`config.mk`:
```
export PLATFORM = sky130hd
export DESIGN_NAME = key_event_queue
export DESIGN_NICKNAME = d
export VERILOG_FILES = /design/src/rtl/key_event_queue.sv
export SDC_FILE = /design/constraint.sdc
export NUM_CORES = 1
export LEC_CHECK = 0
export CORE_MARGIN = 1
export CORE_UTILIZATION = 55
export DETAILED_ROUTE_END_ITERATION = 8
export DONT_BUFFER_PORTS = 1
export PLACE_DENSITY = 0.68
export SKIP_LAST_GASP = 1
export SLEW_MARGIN = 20
export SYNTH_ARGS = -nofsm -noshare
export SYNTH_HDL_FRONTEND = slang
export SYNTH_SLANG_ARGS = --single-unit
```
`constraint.sdc`:
```
create_clock -name clk -period 7.3 [get_ports clk]
set_input_delay 1.095 -clock clk [delete_from_list [all_inputs] [get_ports clk]]
set_output_delay 1.095 -clock clk [all_outputs]
set_load 0.03 [all_outputs]
```
`src/rtl/key_event_queue.sv`:
```
// Key event queue: rising-edge detects seven key lines and queues the index of
// each pressed key in a small FIFO, flagging any event that had to be thrown away.
module key_event_queue #(
  parameter int DEPTH = 4
) (
  input  logic                     clk,
  input  logic                     rst,
  input  logic [6:0]               key_in,
  input  logic                     rd,
  input  logic                     clr_drop,
  output logic [2:0]               key_code,
  output logic                     key_valid,
  output logic [$clog2(DEPTH):0]   count,
  output logic                     full,
  output logic                     dropped
);

  localparam int AW = $clog2(DEPTH);
  localparam int CW = AW + 1;

  logic [6:0]    keyPrev_q;
  logic [AW-1:0] rdPtr_q, rdPtr_d;
  logic [AW-1:0] wrPtr_q, wrPtr_d;
  logic [CW-1:0] count_q, count_d;
  logic          dropped_q, dropped_d;
  logic [2:0]    mem_q [DEPTH];

  logic [6:0] edges;
  logic       evValid;
  logic       evMulti;
  logic [2:0] evCode;
  logic       popEn;
  logic       pushEn;
  logic       dropNow;

  // Lowest index wins when several keys go down together; the rest count as drops.
  always_comb begin
    edges   = key_in & ~keyPrev_q;
    evValid = |edges;
    evMulti = |(edges & (edges - 7'd1));
    evCode  = 3'd0;
    for (int i = 6; i >= 0; i--) begin
      if (edges[i]) evCode = 3'(i);
    end
  end

  assign key_valid = (count_q != '0);
  assign full      = (count_q == CW'(DEPTH));
  assign count     = count_q;
  assign dropped   = dropped_q;
  assign key_code  = key_valid ? mem_q[rdPtr_q] : 3'b111;

  // A full queue still accepts a new key if the consumer frees a slot on the same edge.
  always_comb begin
    popEn     = rd && key_valid;
    pushEn    = evValid && (!full || popEn);
    dropNow   = evMulti || (evValid && full && !popEn);
    rdPtr_d   = rdPtr_q + AW'(popEn);
    wrPtr_d   = wrPtr_q + AW'(pushEn);
    count_d   = count_q + CW'(pushEn) - CW'(popEn);
    dropped_d = dropped_q;
    if (dropNow) begin
      dropped_d = 1'b1;
    end else if (clr_drop) begin
      dropped_d = 1'b0;
    end
  end

  // keyPrev resets to all-ones so keys held through reset release stay silent.
  always_ff @(posedge clk or posedge rst) begin
    if (rst) begin
      keyPrev_q <= 7'h7F;
      rdPtr_q   <= '0;
      wrPtr_q   <= '0;
      count_q   <= '0;
      dropped_q <= 1'b0;
      for (int i = 0; i < DEPTH; i++) begin
        mem_q[i] <= 3'd0;
      end
    end else begin
      keyPrev_q <= key_in;
      rdPtr_q   <= rdPtr_d;
      wrPtr_q   <= wrPtr_d;
      count_q   <= count_d;
      dropped_q <= dropped_d;
      if (pushEn) begin
        mem_q[wrPtr_q] <= evCode;
      end
    end
  end

endmodule

```
==> key figures <==
Final layout
  – Fillers: 181
  – Layout cell share with drive strength beyond 1: 0.330
  – Layout area overhead: 3.68%
  – Ant. Diodes: 0
  – Commonest non-fill, non-tap cell in the layout: dfrtp_1
  – Post-Layout Inst Area: about 1400 um2
  – Most frequent cells in the layout: 20 x dfrtp_1, 8 x inv_1, 8 x mux2_2
  – Register Area: 684 um2
  – Final nets: 123
  – Multi-input gate area: 629 um2

Synthesis
  – Unique masters post-synth: 34
  – FF+latch count, synth: 27
  – Post-synth EDFFs: 0
  – Syn Area/Cell: around 13 um2
  – Post-Syn Instances: 103
  – Sequential area share after synthesis: 0.504
  – Ys flop type: dfrtp_1
  – YS warnings: 0
  – Synthesized area: 1360 um2
  – Asr flop ratio synth: 1.00
  – Syn Nets: 119

Global routing
  – Initial antenna violation count: 0
  – Largest net degree at the start of global routing: 28
  – GRT Total Usage: 0.201
  – Gr ovfl total: 0
  – First-pass GRT wire length: 3800 um
  – Vias in the first global route: 857

Timing
  – Final Setup Violations: 0
  – Pins Over Slew Limit: 0
  – Relative slew slack: 0.375
  – Final Hold Viols: 0
  – Fin Setup TNS: 0 ns
  – Tmin final: 2.94 ns
  – Tcrit/Tclk final: 0.403
  – Clock Skew: about 0.0091 ns
  – Final Worst Setup Slack: 4.36 ns
  – Worst Hold Margin: 0.519 ns
  – Worst Tran Pin Value: slightly above 0.9 ns
  – RSZ-0062 raised after global routing: no
  – Peak Freq: 340 MHz

Route
  – Total wire length: ~2100 um
  – Drt first-iter violations: 3
  – Total number of vias: 768
  – Vias/cell: 5.73
  – Avg WL per Cell: 15.7 um
  – Pre-antenna DRT Iters: 4
  – Final ANT Viol Nets: 0
  – DRC errors left: 0

Place
  – Pre-CTS setup slack: 4.22 ns
  – IO buf count: 0
  – GP Congestion: between 0.7 and 0.8
  – Placed Area: 1380 um2
  – HPWL after detailed placement: 1610 um

Die
  – FP Rows: 17
  – # IOs: 20
  – Die width: 51.7 um
  – Initial Utilization: 0.597
  – Die Ht: 51.7 um
  – Core Footprint: ~2300 um2
  – Die area: 2670 um2

CTS
  – CTS tree: built
  – Clock Path Buffers: 2
  – Resized cells post-CTS: 0
  – CTS clk-pin slew, worst paths: 0.14 ns
  – # Post-CTS Setup Buffers: 0
  – Inserted Clock Buffers: 3
  – Worst-skew pair later-pin latency: 0.31 ns
  – CTS Hold Bufs: 0
  – Sink Count: 27
  – H-tree levels: 1
  – CTS root buf: clkbuf_4

Hold path
  – Hold WC Path Type: flip-flop to flip-flop

Outcome
  – Status: complete, no violations

Job
  – MaxCap Viol Count: 0

Setup path
  – WP data required: 6.20 ns
  – Crit-path max FO: 5
  – Critical Path Sink Type: output port
  – Setup crit start kind: flip-flop
  – Crit path DAT: approximately 1.8 ns
  – Worst path cell trace: nor3_1 -> or2_2
  – Crit Path Category: flip-flop to output port
  – CP max-delay cell: nor3_1
  – CP peak stage delay: 0.65 ns

Power and ir drop
  – LEAKAGE: 0.632 nW
  – Worst vdd ir: between 0.3 and 0.4 mV
  – Pwr dens: 411 nW/um2
[metrics by stage]
| step | power [mW] | std cells | util |
|---|---|---|---|
| finish | 0.579 | 134 | 0.619 |
| global route | 0.620 | 134 | 0.619 |
| CTS | 0.586 | 134 | 0.619 |
| detailed placement | 0.524 | 130 | 0.607 |
| global placement | 0.515 | 130 | 0.607 |
| floorplan | 0.485 | 103 | - |
[per-layer routing]
metal  vias up  global-route usage  wire [um]
met2        16               0.338       1020
met5         -                   0          0
met3         2              0.0351         65
li1        371                   -          -
met4         0              0.0811         16
met1       379               0.257        994
[cell type report]
| type | instances | area share |
|---|---|---|
| flip-flops and latches | 27 | 0.486 |
| multi-input cells | 66 | 0.447 |
| well taps | 28 | 0.0249 |
| inverters | 9 | 0.0240 |
| clock buffers | 4 | 0.0187 |
[sequential cells by signal, summed over array words and instances (netlist names)]
signal and count:
count 3, mem_q 12, keyPrev_q 7, rdPtr_q 2
wrPtr_q 2, dropped 1
[final timing paths]
kind / start / end / slack [ns] / depth (start not counted)
hold reg to reg: mem_q[1] / mem_q[1] / 0.52 / 1
max in group asynchronous: rst / mem_q[4] / 6.13 / 1
setup reg to reg: count[0] / count[2] / 4.65 / 8
min in group asynchronous: rst / wrPtr_q[0] / 0.74 / 1
hold / removal: mem_q[1] / mem_q[1] / 0.52 / 1
setup / recovery: count[0] / key_code[2] / 4.36 / 2
[cell usage after synthesis (2+ instances only)]
cell type	n	area share
nor2b_1	3	0.014
o22ai_1	3	0.014
or2_2	3	0.014
nor2_1	2	0.0055
nand2_1	3	0.0083
xor2_1	2	0.013
mux2_2	8	0.066
o2111ai_2	3	0.033
dfstp_2	7	0.14
nand2b_1	5	0.023
and2b_1	2	0.011
mux2_4	3	0.033
inv_1	9	0.025
o21ai_0	3	0.011
dfrtp_1	20	0.37
xnor2_1	2	0.013
nand3_1	3	0.011
mux4_2	3	0.050
ha_1	4	0.037
[where the power goes]
| group | internal (mW) | switching (mW) | leakage (nW) | total (mW) |
|---|---|---|---|---|
| logic | 0.122 | 0.125 | 0.298 | 0.247 |
| registers | 0.205 | 0.0655 | 0.319 | 0.271 |
| clock network | 0.0213 | 0.0403 | 0.0150 | 0.0616 |
| total | 0.348 | 0.231 | 0.632 | 0.579 |
[critical path: cells and delay by family, from the launching register on]
kind	cells	cell delay, ns
simple gates	2	0.98
flops	1	0.55
[kinds of logic (layout without fill, tap and decap cells)]
family	count (synthesis)	in the layout	share of synthesized area
AO/OA/AOI/OAI	14	14	0.0930
XOR/XNOR	4	4	0.0258
adder cells (fa/ha/maj)	5	5	0.0516
buffers and inverters	10	13	0.0331
flip-flops	27	27	0.504
multiplexers	15	15	0.157
AND/OR/NAND/NOR	28	28	0.135
No activity file was read; power rests on OpenSTA's default activity.
